`src/rtl/beep_pkg.sv`:
```
// Shared types and helpers for the key-driven buzzer controller.
package beep_pkg;

    typedef enum logic [1:0] {
        IDLE  = 2'd0,
        BEEP  = 2'd1,
        GAP   = 2'd2,
        BEEP2 = 2'd3
    } beep_state_e;

    localparam logic [2:0] KEY_NONE = 3'd0;
    localparam logic [2:0] KEY1     = 3'd1;
    localparam logic [2:0] KEY2     = 3'd2;
    localparam logic [2:0] KEY3     = 3'd3;
    localparam logic [2:0] KEY4     = 3'd4;

    function automatic logic key_is_valid(input logic [2:0] code);
        return (code >= KEY1) && (code <= KEY4);
    endfunction

    function automatic int max2(input int a, input int b);
        return (a > b) ? a : b;
    endfunction

endpackage

```
`src/rtl/key_beep_ctrl_tone_gen.sv`:
```
// Half-period counter and square-wave phase for the buzzer tone.
// The phase is forced low whenever the tone is silent, so it can drive the buzzer directly.
module tone_gen #(
    parameter int CNT_W = 2,
    parameter int HP_W  = 3
) (
    input  logic            clk,
    input  logic            rst,
    input  logic            clear,
    input  logic            enable,
    input  logic [HP_W-1:0] half_period,
    output logic            phase
);

    logic [CNT_W-1:0] cnt_q, cnt_d;
    logic             phase_q, phase_d;
    logic             wrap;

    // clear starts a fresh tone at phase 1; enable low means the next cycle is silent
    always_comb begin
        cnt_d   = cnt_q;
        phase_d = phase_q;
        wrap    = (HP_W'(cnt_q) == (half_period - HP_W'(1)));
        if (clear) begin
            cnt_d   = '0;
            phase_d = 1'b1;
        end else if (enable) begin
            if (wrap) begin
                cnt_d   = '0;
                phase_d = ~phase_q;
            end else begin
                cnt_d = cnt_q + CNT_W'(1);
            end
        end else begin
            cnt_d   = '0;
            phase_d = 1'b0;
        end
    end

    always_ff @(posedge clk or posedge rst) begin
        if (rst) begin
            cnt_q   <= '0;
            phase_q <= 1'b0;
        end else begin
            cnt_q   <= cnt_d;
            phase_q <= phase_d;
        end
    end

    assign phase = phase_q;

endmodule

```
`src/rtl/key_beep_ctrl.sv`:
```
// Turns one-cycle key code pulses into single or double tone bursts on a passive buzzer.
module key_beep_ctrl
    import beep_pkg::*;
#(
    parameter int   HP1        = 25000,
    parameter int   HP2        = 12500,
    parameter int   HP3        = 6250,
    parameter int   HP4        = 12500,
    parameter int   BEEP_CYC   = 5000000,
    parameter int   GAP_CYC    = 2500000,
    parameter logic ACTIVE_LOW = 1'b0
) (
    input  logic       clk,
    input  logic       rst,
    input  logic [2:0] key_val,
    output logic       buzz_out,
    output logic       busy,
    output logic       beep_done,
    output logic [2:0] active_key
);

    localparam int HP_MAX = max2(max2(HP1, HP2), max2(HP3, HP4));
    localparam int HP_W   = $clog2(HP_MAX + 1);
    localparam int CNT_W  = max2(1, $clog2(HP_MAX));
    localparam int DUR_W  = max2(1, $clog2(max2(BEEP_CYC, GAP_CYC)));

    beep_state_e      state_q, state_d;
    logic [2:0]       key_q, key_d;
    logic [HP_W-1:0]  hp_q, hp_d;
    logic [DUR_W-1:0] dur_q, dur_d;
    logic             busy_q, busy_d;
    logic             accept, terminal, toneClear, toneEnable, phase;
    logic             beepLast, gapLast;

    assign beepLast = (dur_q == DUR_W'(BEEP_CYC - 1));
    assign gapLast  = (dur_q == DUR_W'(GAP_CYC - 1));

    // A valid key always wins over whatever the pattern would have done this cycle
    always_comb begin
        accept     = key_is_valid(key_val);
        state_d    = state_q;
        key_d      = key_q;
        hp_d       = hp_q;
        dur_d      = dur_q + DUR_W'(1);
        toneClear  = 1'b0;
        terminal   = 1'b0;
        case (state_q)
            IDLE: dur_d = '0;
            BEEP: begin
                if (beepLast) begin
                    dur_d = '0;
                    if (key_q == KEY4) begin
                        state_d = GAP;
                    end else begin
                        state_d  = IDLE;
                        terminal = 1'b1;
                    end
                end
            end
            GAP: begin
                if (gapLast) begin
                    dur_d     = '0;
                    state_d   = BEEP2;
                    toneClear = 1'b1;
                end
            end
            BEEP2: begin
                if (beepLast) begin
                    dur_d    = '0;
                    state_d  = IDLE;
                    terminal = 1'b1;
                end
            end
            default: begin
                state_d = IDLE;
                dur_d   = '0;
            end
        endcase
        if (accept) begin
            state_d   = BEEP;
            key_d     = key_val;
            dur_d     = '0;
            toneClear = 1'b1;
            case (key_val)
                KEY1:    hp_d = HP_W'(HP1);
                KEY2:    hp_d = HP_W'(HP2);
                KEY3:    hp_d = HP_W'(HP3);
                default: hp_d = HP_W'(HP4);
            endcase
        end
        if (state_d == IDLE) begin
            key_d = KEY_NONE;
        end
        busy_d     = (state_d != IDLE);
        toneEnable = (state_d == BEEP) || (state_d == BEEP2);
    end

    always_ff @(posedge clk or posedge rst) begin
        if (rst) begin
            state_q <= IDLE;
            key_q   <= KEY_NONE;
            hp_q    <= '0;
            dur_q   <= '0;
            busy_q  <= 1'b0;
        end else begin
            state_q <= state_d;
            key_q   <= key_d;
            hp_q    <= hp_d;
            dur_q   <= dur_d;
            busy_q  <= busy_d;
        end
    end

    tone_gen #(
        .CNT_W (CNT_W),
        .HP_W  (HP_W)
    ) u_tone (
        .clk         (clk),
        .rst         (rst),
        .clear       (toneClear),
        .enable      (toneEnable),
        .half_period (hp_d),
        .phase       (phase)
    );

    // beep_done is qualified by the incoming key so a colliding retrigger suppresses it
    assign beep_done  = terminal && !accept;
    assign buzz_out   = phase ^ ACTIVE_LOW;
    assign busy       = busy_q;
    assign active_key = key_q;

endmodule

```
`config.mk`:
```
export PLATFORM = sky130hd
export DESIGN_NAME = key_beep_ctrl
export DESIGN_NICKNAME = d
export VERILOG_FILES = /design/src/rtl/beep_pkg.sv /design/src/rtl/key_beep_ctrl_tone_gen.sv /design/src/rtl/key_beep_ctrl.sv
export SDC_FILE = /design/constraint.sdc
export NUM_CORES = 1
export LEC_CHECK = 0
export ABC_AREA = 1
export BUFFER_PORTS_ARGS = -buffer_cell sky130_fd_sc_hd__buf_2
export CORE_ASPECT_RATIO = 0.5
export CORE_MARGIN = 2
export CORE_UTILIZATION = 35
export CTS_BUF_LIST = sky130_fd_sc_hd__clkbuf_4 sky130_fd_sc_hd__clkbuf_8
export DETAILED_ROUTE_END_ITERATION = 8
export HOLD_SLACK_MARGIN = 0.1
export PLACE_DENSITY = 0.58
export SETUP_SLACK_MARGIN = 0.4
export SLEW_MARGIN = 10
export SYNTH_ARGS = -nofsm -noshare
export SYNTH_HDL_FRONTEND = slang
export SYNTH_SLANG_ARGS = --single-unit
```
`constraint.sdc`:
```
create_clock -name clk -period 2.9 [get_ports clk]
set_input_delay 0.145 -clock clk [delete_from_list [all_inputs] [get_ports clk]]
set_output_delay 0.145 -clock clk [all_outputs]
set_load 0.01 [all_outputs]
```
==> metrics <==
Final HPWL DP=5620 um; Slew @ Worst Pin=0.568 ns; Total Wirelength=7550 um; critical path capture point type=flip-flop; Synth cell types=29; Critical Path Sink=u_tone.cnt_q[11]$_DFF_PP0_; Synth Instances=~460; H-tree Lvls=3; Cell Pwr Density=between 400 and 500 nW/um^2; row cnt=25; final total power=1900 uW; Synthesis Warnings=0; worst r2r dst=u_tone.cnt_q[11]$_DFF_PP0_; Final Hold Viols=0; I/O Pins=11; DR iter-0 viols=between 100 and 150; Detail Route Antenna Nets=0; setup TNS=0 ns; sequential share of the synthesized area=0.442; peak supply drop=roughly 0.20 mV; die area=10600 um^2; CTS sink cnt=60; Post-CTS Setup Repair Bufs=0; first-pass GRT wire length=13000 um; stages on the worst setup path=16; Die Ht=between 70 and 80 um; crit share post-route=0.812; Final Wtd Congestion=approximately 0.83; Starting Density=0.360; chip width=143 um; via count=2879; root buffer cell=clkbuf_8; Clock Latency Late Sink=0.35 ns; Arr. time, crit path=approximately 2.6 ns; core footprint=9450 um^2; FF-to-FF path depth=16; status=complete, no violations; worst reg2reg startpoint=hp_q[1]$_DFF_PP0_; Setup crit start kind=flip-flop; largest net degree at the start of global routing=27; PortBufs=10; CP max FO=8; Slew HR=0.620; crit path time final=2.35 ns; share of cells above drive strength 1=0.106; Tightest Hold Check Type=in2reg; CP bufs+invs=2; vias per cell=4.61; Critical Path Start=hp_q[1]$_DFF_PP0_; post-synthesis sequential element count=60; Clock transition at path regs=0.07 ns; GR Overflow Total=0; Worst EP required=between 3 and 4 ns; RSZ-0062 raised after global routing=true; Setup Skew=about 0.012 ns; area grow syn2layout=14.9%; initial antenna violation count=0; Final Max Tran Viols=0; fin cells=approximately 630; residual DRC count=0; mean routed wirelength per cell=12.1 um; syn_area_per_cell=7.37 um^2; Setup Viol. Count Final=0; hold path startpoint=key_val[1]; fmax=425 MHz; FF-to-FF setup slack=0.55 ns; Max Cap Viol=0; GR Util All Layers=0.162; worst setup path class=reg2reg; vias in the first global route=2883; Pre-antenna DRT Iters=5; clock tree buffer depth=2; Syn Nets=between 400 and 500; worst-path cell chain=inv_1 > nand2_1 > nand2_2 > ha_2 > inv_1 > nor2_2 > nand3_2 > nor2_4 > nand2_2 > nor2_2 > nand2_1 > xor2_1 > nor2_1 > nand3_2 > nand2_4 > nor2_1; Num CTS Buffers=9; Worst path slowest cell=dfrtp_1; Post-Syn Area=3400 um^2; dpl cells=a little over 600; CTS tree=built; Final #Nets=493; n_diodes=0; static leakage=0.00181 uW; crit-path leading delay family=simple AND/OR/NAND/NOR gates; Largest stage delay, worst path=0.36 ns
logic make-up after synthesis:
| family | synth area share |
|---|---|
| simple gates | 0.348 |
| fa+ha+maj | 0.0110 |
| buf+inv | 0.0832 |
| flops | 0.442 |
| compound gates | 0.0361 |
| xor+xnor | 0.0799 |
cells in the mapped netlist (all sizes together):
library cell | instances | area [um^2]
o21bai | 3 | 22.5
inv | 69 | 259
nand2 | 115 | 439
buf | 2 | 16.3
dfrtp | 60 | 1500
nand3b | 1 | 7.51
xor2 | 23 | 201
nor2 | 82 | 320
nand3 | 48 | 250
nor3 | 13 | 70.1
a21oi | 1 | 5.00
clkbuf | 2 | 7.51
a211oi | 1 | 7.51
o21ai | 11 | 58.8
o211ai | 1 | 7.51
o22ai | 2 | 12.5
nand4 | 8 | 50.1
nor3b | 1 | 7.51
nor4 | 6 | 37.5
ha | 3 | 37.5
xnor2 | 8 | 70.1
a31o | 1 | 8.76
metrics by stage:
stage	util	area, um^2	setup WS, ns	hold slack [ns]
floorplan	-	3400	0.657	0.254
global placement	0.384	3620	0.292	0.163
detailed placement	0.384	3620	0.188	0.168
CTS	0.408	3850	0.401	0.106
global route	0.414	3910	0.358	0.118
finish	0.414	3910	0.546	0.129
routing by layer:
layer	GRT usage	routed length, um	vias to the layer above
met5	0	0	-
met4	0.0577	102	0
met3	0.0567	215	7
met2	0.278	3610	29
met1	0.192	3620	1348
li1	-	-	1495
flip-flops by register name, indices dropped and copies added (netlist names):
signal	count
active_key	3
busy	1
dur_q	23
hp_q	15
state_q	2
u_tone.cnt_q	15
u_tone.phase	1
tightest hold or removal path: cells and delay by family:
family,cells,cell delay [ns]
AOI/OAI and AO/OA,1,0.07
buffers and inverters,2,0.21
cells in the final DEF (no fill, tap or decap), types with 2 or more instances in the layout:
cell type,netlist,routed
o22ai_1,2,2
o21bai_1,3,3
ha_1,3,2
nand3_1,46,45
nand2_1,112,110
buf_2,1,10
nand2_2,3,4
clkbuf_8,0,11
nor2_2,5,7
dfrtp_1,60,60
nor2_1,77,74
nor4_1,6,6
nand3_2,2,3
nor3_1,12,12
xor2_1,23,23
inv_1,69,68
o21ai_1,1,2
buf_4,0,4
dlygate4sd3_1,0,2
o21ai_0,9,8
nand4_1,8,8
clkinv_2,0,2
xnor2_1,8,8
power breakdown:
group          internal [uW]  total [uW]  switching, uW
Sequential               868         888           20.6
Combinational           71.1         225            154
Clock                    450         784            334
Total                   1390        1900            509
worst min-delay path by stage:
| stage | to | slack [ns] | cells after the start |
|---|---|---|---|
| floorplan | active_key[1]$_DFFE_PP0P_ | 0.25 | 1 |
| global placement | active_key[0]$_DFFE_PP0P_ | 0.16 | 2 |
| detailed placement | state_q[0]$_DFF_PP0_ | 0.17 | 2 |
| CTS | active_key[1]$_DFFE_PP0P_ | 0.11 | 3 |
| global route | active_key[1]$_DFFE_PP0P_ | 0.12 | 3 |
| finish | active_key[1]$_DFFE_PP0P_ | 0.13 | 3 |
area by class of cell:
class,instances,area [um^2]
tap,135,169
clock inverter,4,47.5
clock buffer,12,159
timing repair buffer,16,100
sequential,60,1500
fill,985,5540
inverter,69,259
multi-input combinational,329,1670
repair_timing:
| action | 4_1_cts | 5_1_grt |
|---|---|---|
| resized for setup | 0 | 12 |
| endpoints found under the hold margin | 19 | 0 |
| hold buffers | 2 | 0 |
| setup endpoints to repair | 0 | 23 |
Power figures use the tool's default switching activity.
